--- src/rtl/sram_arb_pkg.sv ---
// Shared widths, arbiter state encoding and the registered request payload
// for the SRAM port arbiter.
package sram_arb_pkg;

  localparam int unsigned ADDR_W = 20;
  localparam int unsigned DATA_W = 16;

  typedef enum logic {
    ARB    = 1'b0,
    LOCKED = 1'b1
  } arb_state_e;

  typedef struct packed {
    logic              write;
    logic [ADDR_W-1:0] addr;
    logic [DATA_W-1:0] data;
  } sram_req_t;

endpackage

--- src/rtl/sram_port_arbiter_if.sv ---
// Requester-side and SRAM-controller-side bundle for sram_port_arbiter.
// master: clients and controller (drive requests and returns);
// slave: the arbiter.
interface sram_port_arbiter_if
  import sram_arb_pkg::*;
#(
  parameter int unsigned NUM_REQ = 4,
  parameter int unsigned MAX_OUT = 8
);

  logic [NUM_REQ-1:0]             ReqValid;
  logic [NUM_REQ-1:0]             ReqWrite;
  logic [NUM_REQ-1:0]             ReqLock;
  logic [NUM_REQ-1:0][ADDR_W-1:0] ReqAddr;
  logic [NUM_REQ-1:0][DATA_W-1:0] ReqData;
  logic [NUM_REQ-1:0]             ReqReady;
  logic [NUM_REQ-1:0]             RespValid;
  logic [NUM_REQ-1:0][DATA_W-1:0] RespData;
  logic                           SramReadReq;
  logic                           SramWriteReq;
  logic [ADDR_W-1:0]              SramAddr;
  logic [DATA_W-1:0]              SramData;
  logic                           SramFull;
  logic                           SramRespValid;
  logic [DATA_W-1:0]              SramRespData;
  logic [$clog2(MAX_OUT):0]       Outstanding;
  logic                           RespError;

  modport master (
    output ReqValid, ReqWrite, ReqLock, ReqAddr, ReqData,
    output SramFull, SramRespValid, SramRespData,
    input  ReqReady, RespValid, RespData,
    input  SramReadReq, SramWriteReq, SramAddr, SramData,
    input  Outstanding, RespError
  );

  modport slave (
    input  ReqValid, ReqWrite, ReqLock, ReqAddr, ReqData,
    input  SramFull, SramRespValid, SramRespData,
    output ReqReady, RespValid, RespData,
    output SramReadReq, SramWriteReq, SramAddr, SramData,
    output Outstanding, RespError
  );

endinterface

--- src/rtl/sram_arb_tag_fifo.sv ---
// In-order FIFO of requester indices for reads in flight. Push and pop in
// the same cycle are both honoured; a pop while empty is ignored.
module sram_arb_tag_fifo #(
  parameter int unsigned WIDTH = 2,
  parameter int unsigned DEPTH = 8
) (
  input  logic                     clk,
  input  logic                     rst_n,
  input  logic                     push_i,
  input  logic [WIDTH-1:0]         push_data_i,
  input  logic                     pop_i,
  output logic [WIDTH-1:0]         head_o,
  output logic                     full_o,
  output logic                     empty_o,
  output logic [$clog2(DEPTH):0]   count_o
);

  localparam int unsigned PTR_W = $clog2(DEPTH);
  localparam int unsigned CNT_W = PTR_W + 1;

  logic [WIDTH-1:0] mem_q [DEPTH];
  logic [PTR_W-1:0] wr_ptr_q, rd_ptr_q;
  logic [CNT_W-1:0] count_q;
  logic             do_push_c, do_pop_c;

  assign empty_o   = (count_q == '0);
  assign full_o    = (count_q == CNT_W'(DEPTH));
  assign do_pop_c  = pop_i && !empty_o;
  assign do_push_c = push_i && (!full_o || do_pop_c);
  assign head_o    = mem_q[rd_ptr_q];
  assign count_o   = count_q;

  // Storage array; contents are qualified by count so no reset is needed.
  always_ff @(posedge clk) begin
    if (do_push_c) mem_q[wr_ptr_q] <= push_data_i;
  end

  // Pointers and occupancy; pointers wrap naturally since DEPTH is 2^n.
  always_ff @(posedge clk or negedge rst_n) begin
    if (!rst_n) begin
      wr_ptr_q <= '0;
      rd_ptr_q <= '0;
      count_q  <= '0;
    end else begin
      if (do_push_c) wr_ptr_q <= wr_ptr_q + PTR_W'(1);
      if (do_pop_c)  rd_ptr_q <= rd_ptr_q + PTR_W'(1);
      case ({do_push_c, do_pop_c})
        2'b10:   count_q <= count_q + CNT_W'(1);
        2'b01:   count_q <= count_q - CNT_W'(1);
        default: count_q <= count_q;
      endcase
    end
  end

endmodule

--- src/rtl/sram_port_arbiter.sv ---
// Round-robin arbiter sharing one SRAM controller request port between
// NUM_REQ requesters, with in-order read-return routing.
// Optional feature macro: SRAM_ARB_BURST_EN (locked bursts of up to
// BURST_LEN beats driven by ReqLock).
module sram_port_arbiter
  import sram_arb_pkg::*;
#(
  parameter int unsigned NUM_REQ   = 4,
  parameter int unsigned MAX_OUT   = 8
`ifdef SRAM_ARB_BURST_EN
  , parameter int unsigned BURST_LEN = 4
`endif
) (
  input logic                BOARD_CLK,
  input logic                RESET_N,
  sram_port_arbiter_if.slave bus
);

  localparam int unsigned IDX_W = $clog2(NUM_REQ);
  localparam int unsigned CNT_W = $clog2(MAX_OUT) + 1;

  logic [NUM_REQ-1:0] elig_c, ready_c;
  logic               gnt_found_c, push_c;
  logic [IDX_W-1:0]   gnt_idx_c, cand_c, last_q, head_c;
  logic               fifo_full_c, fifo_empty_c;
  logic [CNT_W-1:0]   fifo_count_c;
  logic               locked_c;
  logic               valid_q;
  sram_req_t          req_q;
  logic [NUM_REQ-1:0]             resp_valid_q;
  logic [NUM_REQ-1:0][DATA_W-1:0] resp_data_q;
  logic                           err_q;

`ifdef SRAM_ARB_BURST_EN
  localparam int unsigned BEAT_W = $clog2(BURST_LEN + 1);

  arb_state_e        state_q, state_d;
  logic [BEAT_W-1:0] cnt_q, cnt_d;

  // The owner (last grantee) keeps the grant only while it still asks for it.
  assign locked_c = (state_q == LOCKED) && bus.ReqValid[last_q] && bus.ReqLock[last_q];

  // Burst FSM state register.
  always_ff @(posedge BOARD_CLK or negedge RESET_N) begin
    if (!RESET_N) begin
      state_q <= ARB;
      cnt_q   <= '0;
    end else begin
      state_q <= state_d;
      cnt_q   <= cnt_d;
    end
  end

  // Burst FSM next state: enter on a locked transfer, leave on the last beat or a release.
  always_comb begin
    state_d = state_q;
    cnt_d   = cnt_q;
    if (locked_c) begin
      if (gnt_found_c) begin
        if (cnt_q == BEAT_W'(BURST_LEN - 1)) begin
          state_d = ARB;
          cnt_d   = '0;
        end else begin
          cnt_d = cnt_q + BEAT_W'(1);
        end
      end
    end else begin
      state_d = ARB;
      cnt_d   = '0;
      if (gnt_found_c && bus.ReqLock[gnt_idx_c] && (BURST_LEN > 1)) begin
        state_d = LOCKED;
        cnt_d   = BEAT_W'(1);
      end
    end
  end
`else
  logic unused_lock_c;
  assign unused_lock_c = ^bus.ReqLock;
  assign locked_c      = 1'b0;
`endif

  // Eligibility, optional owner mask, and round-robin search from last_q+1.
  always_comb begin
    elig_c      = '0;
    ready_c     = '0;
    gnt_found_c = 1'b0;
    gnt_idx_c   = last_q;
    cand_c      = '0;
    for (int unsigned i = 0; i < NUM_REQ; i++) begin
      elig_c[i] = bus.ReqValid[i] && !bus.SramFull &&
                  (bus.ReqWrite[i] || !fifo_full_c || bus.SramRespValid);
    end
    if (locked_c) elig_c = elig_c & (NUM_REQ'(1) << last_q);
    for (int unsigned k = 1; k <= NUM_REQ; k++) begin
      cand_c = IDX_W'((32'(last_q) + k) % NUM_REQ);
      if (!gnt_found_c && elig_c[cand_c]) begin
        gnt_found_c = 1'b1;
        gnt_idx_c   = cand_c;
      end
    end
    if (gnt_found_c) ready_c[gnt_idx_c] = 1'b1;
  end

  assign push_c = gnt_found_c && !bus.ReqWrite[gnt_idx_c];

  // Round-robin pointer and one-cycle issue register.
  always_ff @(posedge BOARD_CLK or negedge RESET_N) begin
    if (!RESET_N) begin
      last_q  <= IDX_W'(NUM_REQ - 1);
      valid_q <= 1'b0;
      req_q   <= '0;
    end else begin
      valid_q <= gnt_found_c;
      if (gnt_found_c) begin
        last_q <= gnt_idx_c;
        req_q  <= '{write: bus.ReqWrite[gnt_idx_c],
                    addr:  bus.ReqAddr[gnt_idx_c],
                    data:  bus.ReqData[gnt_idx_c]};
      end
    end
  end

  sram_arb_tag_fifo #(
    .WIDTH (IDX_W),
    .DEPTH (MAX_OUT)
  ) u_tag_fifo (
    .clk         (BOARD_CLK),
    .rst_n       (RESET_N),
    .push_i      (push_c),
    .push_data_i (gnt_idx_c),
    .pop_i       (bus.SramRespValid),
    .head_o      (head_c),
    .full_o      (fifo_full_c),
    .empty_o     (fifo_empty_c),
    .count_o     (fifo_count_c)
  );

  // Route each read return to the requester at the head of the tag FIFO.
  always_ff @(posedge BOARD_CLK or negedge RESET_N) begin
    if (!RESET_N) begin
      resp_valid_q <= '0;
      resp_data_q  <= '0;
      err_q        <= 1'b0;
    end else begin
      resp_valid_q <= '0;
      if (bus.SramRespValid) begin
        if (fifo_empty_c) begin
          err_q <= 1'b1;
        end else begin
          resp_valid_q[head_c] <= 1'b1;
          resp_data_q[head_c]  <= bus.SramRespData;
        end
      end
    end
  end

  assign bus.ReqReady     = ready_c;
  assign bus.SramReadReq  = valid_q && !req_q.write;
  assign bus.SramWriteReq = valid_q && req_q.write;
  assign bus.SramAddr     = req_q.addr;
  assign bus.SramData     = req_q.data;
  assign bus.RespValid    = resp_valid_q;
  assign bus.RespData     = resp_data_q;
  assign bus.Outstanding  = fifo_count_c;
  assign bus.RespError    = err_q;

endmodule

--- src/flat_wrapper.sv ---
// flat-port wrapper written by rule: the top's interface ports become plain ports
module sram_port_arbiter_flat import sram_arb_pkg::*;
#(
  parameter int unsigned NUM_REQ   = 4,
  parameter int unsigned MAX_OUT   = 8

)
  (BOARD_CLK, RESET_N, bus_ReqValid, bus_ReqWrite, bus_ReqLock, bus_ReqAddr, bus_ReqData, bus_SramFull, bus_SramRespValid, bus_SramRespData, bus_ReqReady, bus_RespValid, bus_RespData, bus_SramReadReq, bus_SramWriteReq, bus_SramAddr, bus_SramData, bus_Outstanding, bus_RespError);
  sram_port_arbiter_if #(.NUM_REQ(NUM_REQ), .MAX_OUT(MAX_OUT)) bus_i ();
  input logic BOARD_CLK;
  input logic RESET_N;
  input wire logic [$bits(bus_i.ReqValid)-1:0] bus_ReqValid;
  input wire logic [$bits(bus_i.ReqWrite)-1:0] bus_ReqWrite;
  input wire logic [$bits(bus_i.ReqLock)-1:0] bus_ReqLock;
  input wire logic [$bits(bus_i.ReqAddr)-1:0] bus_ReqAddr;
  input wire logic [$bits(bus_i.ReqData)-1:0] bus_ReqData;
  input wire logic [$bits(bus_i.SramFull)-1:0] bus_SramFull;
  input wire logic [$bits(bus_i.SramRespValid)-1:0] bus_SramRespValid;
  input wire logic [$bits(bus_i.SramRespData)-1:0] bus_SramRespData;
  output wire logic [$bits(bus_i.ReqReady)-1:0] bus_ReqReady;
  output wire logic [$bits(bus_i.RespValid)-1:0] bus_RespValid;
  output wire logic [$bits(bus_i.RespData)-1:0] bus_RespData;
  output wire logic [$bits(bus_i.SramReadReq)-1:0] bus_SramReadReq;
  output wire logic [$bits(bus_i.SramWriteReq)-1:0] bus_SramWriteReq;
  output wire logic [$bits(bus_i.SramAddr)-1:0] bus_SramAddr;
  output wire logic [$bits(bus_i.SramData)-1:0] bus_SramData;
  output wire logic [$bits(bus_i.Outstanding)-1:0] bus_Outstanding;
  output wire logic [$bits(bus_i.RespError)-1:0] bus_RespError;
  assign bus_i.ReqValid = bus_ReqValid;
  assign bus_i.ReqWrite = bus_ReqWrite;
  assign bus_i.ReqLock = bus_ReqLock;
  assign bus_i.ReqAddr = bus_ReqAddr;
  assign bus_i.ReqData = bus_ReqData;
  assign bus_i.SramFull = bus_SramFull;
  assign bus_i.SramRespValid = bus_SramRespValid;
  assign bus_i.SramRespData = bus_SramRespData;
  assign bus_ReqReady = bus_i.ReqReady;
  assign bus_RespValid = bus_i.RespValid;
  assign bus_RespData = bus_i.RespData;
  assign bus_SramReadReq = bus_i.SramReadReq;
  assign bus_SramWriteReq = bus_i.SramWriteReq;
  assign bus_SramAddr = bus_i.SramAddr;
  assign bus_SramData = bus_i.SramData;
  assign bus_Outstanding = bus_i.Outstanding;
  assign bus_RespError = bus_i.RespError;
  sram_port_arbiter #(.NUM_REQ(NUM_REQ), .MAX_OUT(MAX_OUT)) u_core (.BOARD_CLK(BOARD_CLK), .RESET_N(RESET_N), .bus(bus_i));
endmodule
--- config.mk ---
export PLATFORM = sky130hd
export DESIGN_NAME = sram_port_arbiter_flat
export DESIGN_NICKNAME = d
export VERILOG_FILES = /design/src/rtl/sram_arb_pkg.sv /design/src/rtl/sram_port_arbiter_if.sv /design/src/rtl/sram_arb_tag_fifo.sv /design/src/rtl/sram_port_arbiter.sv /design/src/flat_wrapper.sv
export SDC_FILE = /design/constraint.sdc
export NUM_CORES = 1
export LEC_CHECK = 0
export BUFFER_PORTS_ARGS = -buffer_cell sky130_fd_sc_hd__buf_2
export CORE_MARGIN = 1
export CORE_UTILIZATION = 53
export CTS_BUF_LIST = sky130_fd_sc_hd__clkbuf_4
export CTS_CLUSTER_SIZE = 10
export DETAILED_ROUTE_END_ITERATION = 12
export GPL_ROUTABILITY_DRIVEN = 0
export PLACE_DENSITY_LB_ADDON = 0.25
export SYNTH_ARGS = -nofsm -noshare
export SYNTH_HDL_FRONTEND = slang
export SYNTH_SLANG_ARGS = --single-unit
--- constraint.sdc ---
create_clock -name BOARD_CLK -period 8.95 [get_ports BOARD_CLK]
set_clock_uncertainty 0.2 [all_clocks]
set_input_delay 0.4475 -clock BOARD_CLK [delete_from_list [all_inputs] [get_ports BOARD_CLK]]
set_output_delay 0.4475 -clock BOARD_CLK [all_outputs]
set_load 0.02 [all_outputs]
=== Word-level counts from Yosys, hierarchy flattened ===
Memory sizes are Yosys's and may differ from the RTL's.
Cells that the tools add are included.

* Mux-type cells: 35
* Magnitude comparators: 8
* Reductions and logical operators: 39
* Equal/unequal tests: 3
* Add/subtract/negate cells: 8
* Bitwise gates (word level): 1

{| class="wikitable"
|+ Operators with widths
! cell !! count
|-
| bitwise mux 64 bit || 1
|-
| binary-select mux 20 bit (select 2 bit) || 1
|-
| binary-select mux 16 bit (select 2 bit) || 1
|-
| demux 16 bit (select 2 bit) || 1
|-
| 2-to-1 mux 16 bit || 2
|-
| 2-to-1 mux 20 bit || 1
|-
| logical AND 1 bit || 18
|-
| less-than comparator 2 x 3 -> 1 bit (second input constant) || 6
|-
| 2-to-1 mux 1 bit || 13
|-
| 2-to-1 mux 4 bit || 3
|-
| binary-select mux 1 bit (select 2 bit) || 5
|-
| logical OR 1 bit || 9
|-
| logical NOT 1 bit || 8
|-
| 2-to-1 mux 2 bit || 4
|-
| one-hot mux 4 bit (2 select lines) || 1
|-
| adder 3 x 1 -> 3 bit (second input constant) || 2
|-
| adder 2 x 1 -> 2 bit (second input constant) || 2
|-
| adder 2 bit (second input constant) || 2
|-
| adder 4 x 1 -> 4 bit (second input constant) || 1
|-
| demux 1 bit (select 2 bit) || 2
|-
| equality test 4 bit (second input constant) || 1
|-
| greater-or-equal comparator 2 x 1 -> 1 bit (second input constant) || 2
|-
| logical NOT 4 bit || 1
|-
| AND reduction 2 bit || 2
|-
| 5 further kinds || 5
|}

* Register bits after elaboration: 119
* Output and inout bits: 115
* Bits of input ports: 176
* Memories kept: 1
* Word-level logic and storage cells: 109
* Bits in writable memories: 16

{| class="wikitable"
|+ Memories
! memory !! words !! bits a word !! rd ports !! clocked after memory_dff !! write ports !! RTL line !! text
|-
| u_core.u_tag_fifo.mem_q || 8 || 2 || 1 || 0 || 1 || sram_arb_tag_fifo.sv:21 || <nowiki>logic [WIDTH-1:0] mem_q [DEPTH];</nowiki>
|}

=== Depth between registers and ports, before layout ===
* Depth in word-level cells: 24
* Mapped depth: 16
* Mapped depth without buffers: 13

=== Cells and area by module ===
Synthesis repeated with hierarchy kept, for this count alone.

* Cell total of the unflattened synthesis: 560
* Area, all modules: 6705.2 um2

{| class="wikitable"
|+ Modules (own cells, without submodules)
! module !! seq. area each (um2) !! cells each !! instances !! area an instance (um2)
|-
| sram_port_arbiter || 2730.1 || 468 || 1 || 5425.2
|-
| sram_arb_tag_fifo || 730.7 || 92 || 1 || 1280.0
|}

=== Least setup slack after synthesis ===
OpenSTA, ideal clock, no wires.

* Kind: register to register
* Start point: register u_core.u_tag_fifo.count_q[1], in the netlist u_core.u_tag_fifo.count_o[1]
* End point: register u_core.u_tag_fifo.count_q[3], in the netlist u_core.u_tag_fifo.count_o[3]
* Stages on the path, launching flop included: 14
* Arrival time: 4.159 ns
* Data required time: 8.670 ns
* Library setup time: 0.080 ns
* Period minus slack after synthesis: 4.439 ns
* Setup slack: 4.511 ns
* Path buffers: 3
* Cells stage by stage: dfrtp_1 > buf_2 > or4_1 > clkbuf_1 > o311a_1 > a22o_1 > a311oi_2 > mux4_2 > nand2b_1 > buf_4 > ha_1 > or4bb_1 > a211oi_1 > xnor2_1

* Word-level cells in the longest chain between the ends: 24
* Elaborated cells between the ends (all ways): 51
* Classes of those cells: add/sub (2); eq/ne (3); mux (19); reduce/logical (27)

{| class="wikitable"
|+ Ends and longest elaborated chain
! what !! RTL line !! text
|-
| start, declared || sram_arb_tag_fifo.sv:23 || <nowiki>logic [CNT_W-1:0] count_q;</nowiki>
|-
| start signal, assigned || sram_arb_tag_fifo.sv:48 || <nowiki>2'b10: count_q <= count_q + CNT_W'(1);</nowiki>
|-
| start signal, assigned || sram_arb_tag_fifo.sv:49 || <nowiki>2'b01: count_q <= count_q - CNT_W'(1);</nowiki>
|-
| start signal, assigned || sram_arb_tag_fifo.sv:50 || <nowiki>default: count_q <= count_q;</nowiki>
|-
| equality test 4 bit || sram_arb_tag_fifo.sv:27 || <nowiki>assign full_o = (count_q == CNT_W'(DEPTH));</nowiki>
|-
| logical NOT 1 bit || sram_arb_tag_fifo.sv:29, sram_port_arbiter.sv:91 ||
|-
| logical OR 1 bit (2 in a row) || sram_port_arbiter.sv:91 || <nowiki>(bus.ReqWrite[i] || !fifo_full_c || bus.SramRespValid);</nowiki>
|-
| logical AND 1 bit || sram_port_arbiter.sv:90 || <nowiki>elig_c[i] = bus.ReqValid[i] && !bus.SramFull &&</nowiki>
|-
| binary-select mux 1 bit (select 2 bit) || sram_port_arbiter.sv:96 || <nowiki>if (!gnt_found_c && elig_c[cand_c]) begin</nowiki>
|-
| 2-to-1 mux 1 bit (not written as such) || sram_port_arbiter.sv:96 ||
|-
| 2-to-1 mux 1 bit || sram_port_arbiter.sv:96 ||
|-
| logical NOT 1 bit || sram_port_arbiter.sv:96 ||
|-
| [... 7 more ...] || n/a ||
|-
| 2-to-1 mux 2 bit || sram_port_arbiter.sv:96 ||
|-
| binary-select mux 1 bit (select 2 bit) || sram_port_arbiter.sv:104 || <nowiki>assign push_c = gnt_found_c && !bus.ReqWrite[gnt_idx_c];</nowiki>
|-
| 2-to-1 mux 1 bit (not written as such) || sram_port_arbiter.sv:104 ||
|-
| logical NOT 1 bit || sram_port_arbiter.sv:104 ||
|-
| logical AND 1 bit || sram_port_arbiter.sv:104 ||
|-
| logical AND 1 bit || sram_arb_tag_fifo.sv:29 || <nowiki>assign do_push_c = push_i && (!full_o || do_pop_c);</nowiki>
|-
| equality test 2 x 1 -> 1 bit / equality test 2 bit (equally long branches) || sram_arb_tag_fifo.sv:47 || <nowiki>case ({do_push_c, do_pop_c})</nowiki>
|-
| one-hot mux 4 bit (2 select lines) / nonzero test 2 bit (equally long branches) || n/a ||
|}

Parallel ways exist; a longest one is shown, timed or not. The select of a mux whose other input is x is not followed.
A chain may end at the register's enable or synchronous reset.

=== Final worst setup path ===
* Start point: input port bus_SramRespValid
* End point: register u_core.u_tag_fifo.count_q[3], in the netlist u_core.u_tag_fifo.count_o[3]

* Word-level cells in the longest chain between the ends: 21
* Elaborated cells between the ends (all ways): 41
* Classes of those cells: eq/ne (2); mux (19); reduce/logical (20)

{| class="wikitable"
|+ Ends and longest elaborated chain
! what !! RTL line !! text
|-
| start, declared || flat_wrapper.sv:18 || <nowiki>input wire logic [$bits(bus_i.SramRespValid)-1:0] bus_SramRespValid;</nowiki>
|-
| logical OR 1 bit || sram_port_arbiter.sv:91 ||
|-
| logical AND 1 bit || sram_port_arbiter.sv:90 ||
|-
| binary-select mux 1 bit (select 2 bit) || sram_port_arbiter.sv:96 ||
|-
| 2-to-1 mux 1 bit (not written as such) || sram_port_arbiter.sv:96 ||
|-
| 2-to-1 mux 1 bit || sram_port_arbiter.sv:96 ||
|-
| logical NOT 1 bit || sram_port_arbiter.sv:96 ||
|-
| logical AND 1 bit || sram_port_arbiter.sv:96 ||
|-
| 2-to-1 mux 1 bit || sram_port_arbiter.sv:96 ||
|-
| [... 5 more ...] || n/a ||
|-
| 2-to-1 mux 2 bit || sram_port_arbiter.sv:96 ||
|-
| binary-select mux 1 bit (select 2 bit) || sram_port_arbiter.sv:104 ||
|-
| 2-to-1 mux 1 bit (not written as such) || sram_port_arbiter.sv:104 ||
|-
| logical NOT 1 bit || sram_port_arbiter.sv:104 ||
|-
| logical AND 1 bit || sram_port_arbiter.sv:104 ||
|-
| logical AND 1 bit || sram_arb_tag_fifo.sv:29 ||
|-
| equality test 2 x 1 -> 1 bit / equality test 2 bit (equally long branches) || sram_arb_tag_fifo.sv:47 ||
|-
| one-hot mux 4 bit (2 select lines) / nonzero test 2 bit (equally long branches) || n/a ||
|}

Parallel ways exist; a longest one is shown, timed or not. The select of a mux whose other input is x is not followed.

==> out/summary.txt <==
outcome: finished, final reports clean
Gate power share: 52.5%
largest net degree at the start of global routing: 79
worst slew pin tran: 0.954 ns
CTS sink cnt: 135
Final Slew Violations: 0
H-tree Lvls: 4
Core ar.: 12,300 um2
async set-reset flop share out of synthesis: 88.1%
clock root buffer: clkbuf_4
synthesized instance count: 574
via count: 5,228
unrepaired setup endpoints after global routing: false
WHS: 0.155 ns
CTS Buf Count: 17
Final ANT Viol Nets: 0
synthesized cell area: 6790 um2
max frequency: 203 MHz
pwr/cell area: 362 nW/um2
most frequent cell after synthesis: dfrtp_1
commonest cells in the netlist: dfrtp_1, mux2_2, nand2_1, mux2i_1, buf_4
Residual DRC: 0
clk buf depth: 2
Worst Setup End Kind: register
DPL Wire Length: 12,400 um
Final Setup Violations: 0
P_int: 1.76 mW
setup TNS: 0 ns
Worst setup SP type: input port
top cells by area, synth: dfrtp_1, mux2_2, mux2i_1
Layout Nets: 1,018
die height: 115 um
Clock Pin Slew Worst Setup and Hold Paths: 0.12 ns
top-area cell type share of the netlist area: 43.1%
1st-pass router iterations: 4
Crit-path slowest cell: or4_1
ANT cells: 0
mean area per synthesized cell: 11.8 um2
WP data arrival: 5.15 ns
first-pass GRT wire length: 25,800 um
Post-Syn Nets: 755
Synth Flop Type: dfrtp_1
worst vdd ir: 137 uV
Final Routed Wirelength: 16,600 um
worst path bufs/invs: 2
Top Family by Delay on Critical Path: simple AND/OR/NAND/NOR gates
HP Class: in -> reg
Final Util: 69.7%
Switching Share: 43.2%
final non-filler cell total: 1,018
IO Count: 291
Clock power frac: 12.0%
cells along the critical path: dlygate4sd3_1 > buf_2 > or4_1 > o311a_1 > a22o_1 > a311oi_4 > mux4_2 > nand2b_1 > ha_1 > or4bb_1 > a211oi_1 > xnor2_1
fraction of layout cells with a size suffix above 1: 50.0%
Clock Latency Late Sink: 0.51 ns
CTS tree: yes
vias in the first global route: 5,236
Setup Buffers After CTS: 0
DRT iter0 DRCs: 290
# Max-Cap Violations: 0
Total GRT Usage: 25.6%
number of vias per cell: 5.14
chip width: 115 um
Power Total: 3.09 mW
Hold Vio Cnt, Final: 0
number of port buffers: 286
Switching Power: 1.33 mW
# rows: 40
FF-to-FF setup slack: 4.10 ns
antenna violations before repair: 0
die area: 13,300 um2
period utilisation layout: 55.1%
Rel. slew slack: 36.4%
Cells after DPL: 968
Synth warnings: 0
Yosys reg bits: 135
area added between synthesis and finish: 25.8%
leak pwr: 4.33 nW
Critical Setup Path Class: in -> reg
Starting Density: 55.4%
grt ovf: 0
CP max stage delay: 0.63 ns
Synth area leader: dfrtp_1
per-cell routed wire length: 16.3 um
sequential power share: 35.4%
Seq/Total Area, Yosys: 51.0%
Yosys cell types: 46
CP max FO: 8
critical path data required time: 9.17 ns
number of flops mapped to enable cells by yosys: 16
Tmin final: 4.93 ns
[per-layer routing]
metal  track usage (%)  vias up  wire length [um]
li1                  -     2515                 -
met1              28.4     2478              6370
met2              47.3      208              8980
met3              6.33       27               858
met4              9.70        0               400
met5                 0        -                 0
[per-stage QoR]
| step | cell area [um2] | worst slack (ns) |
|---|---|---|
| 2_1_floorplan | 6790 | 4.51 |
| 3_3_place_gp | 8110 | 4.26 |
| 3_5_place_dp | 8110 | 4.11 |
| 4_1_cts | 8540 | 4.08 |
| 5_1_grt | 8540 | 3.89 |
| 6_report | 8540 | 4.02 |
[flip-flops by register name (all words and copies together), names as in the netlist]
register	flops
u_core.bus.RespData	64
u_core.bus.RespError	1
u_core.bus.RespValid	4
u_core.bus.SramAddr	20
u_core.bus.SramData	16
u_core.last_q	2
u_core.req_q	1
u_core.u_tag_fifo.count_o	4
u_core.u_tag_fifo.mem_q	16
u_core.u_tag_fifo.rd_ptr_q	3
u_core.u_tag_fifo.wr_ptr_q	3
u_core.valid_q	1
[worst min-delay path: stages]
cell     delay [ns]
buf_2          0.09
mux2i_1        0.10
mux2_2         0.16
o21ai_1        0.05
[power by group through the flow]
stage | sequential (mW) | combinational (mW) | clock (mW)
floorplan | 1.27 | 1.06 | 0
global placement | 1.09 | 1.59 | 0
detailed placement | 1.11 | 1.63 | 0
CTS | 1.10 | 1.64 | 0.383
global route | 1.13 | 1.75 | 0.410
finish | 1.10 | 1.62 | 0.371
[cell type report]
cell class / count / area [um2]
tap: 168 / 210
multi-input combinational: 363 / 2910
timing repair buffer: 312 / 1670
inverter: 8 / 30.0
clock inverter: 14 / 121
sequential: 135 / 3460
clock buffer: 18 / 135
fill: 955 / 3720
[layout by cell type, fill, tap and decap left out, types with 3 or more instances in the layout]
cell           instances
a21oi_1                3
and3_1                 3
buf_2                285
buf_4                  9
clkbuf_4              18
clkinv_1               3
clkinv_4               3
dfrtp_1              117
dlygate4sd3_1         18
edfxtp_1              16
ha_1                   5
inv_1                  6
inv_6                  4
mux2_2                88
mux2i_1               73
mux4_2                 5
nand2_1               88
nand2b_1               4
nor2_1                 7
nor2b_1                3
nor3_1                 5
nor4_1                 4
o21ai_0                5
o21ai_1               33
o311a_1                3
xnor2_1                4
xor2_1                 5
[what timing repair did]
item,in CTS,in global routing
setup endpoints to repair,0,0
hold buffers,18,0
gates resized for setup,0,0
endpoints found under the hold margin,101,0
[worst paths after layout]
path | startpoint | to | cells after the start
worst max register to register | u_core.u_tag_fifo.count_o[2] | u_core.u_tag_fifo.count_o[3] | 10
min in group asynchronous | RESET_N | u_core.u_tag_fifo.count_o[0] | 2
worst min-delay path | bus_ReqAddr[17] | u_core.bus.SramAddr[17] | 4
worst max-delay path | bus_SramRespValid | u_core.u_tag_fifo.count_o[3] | 12
max in group asynchronous | RESET_N | u_core.u_tag_fifo.rd_ptr_q[0] | 3
worst min register to register | u_core.bus.RespError | u_core.bus.RespError | 1
[cell families after synthesis]
kind of cell / count (synthesis) / share of synthesized area, %
multiplexers: 167 / 27.2
flip-flops: 135 / 51.0
AND/OR/NAND/NOR: 128 / 8.51
buffers and inverters: 76 / 6.58
AO/OA/AOI/OAI: 54 / 4.70
XOR/XNOR: 9 / 1.16
adder cells (fa/ha/maj): 5 / 0.921
Note: power is estimated with default switching activity, not from simulation.
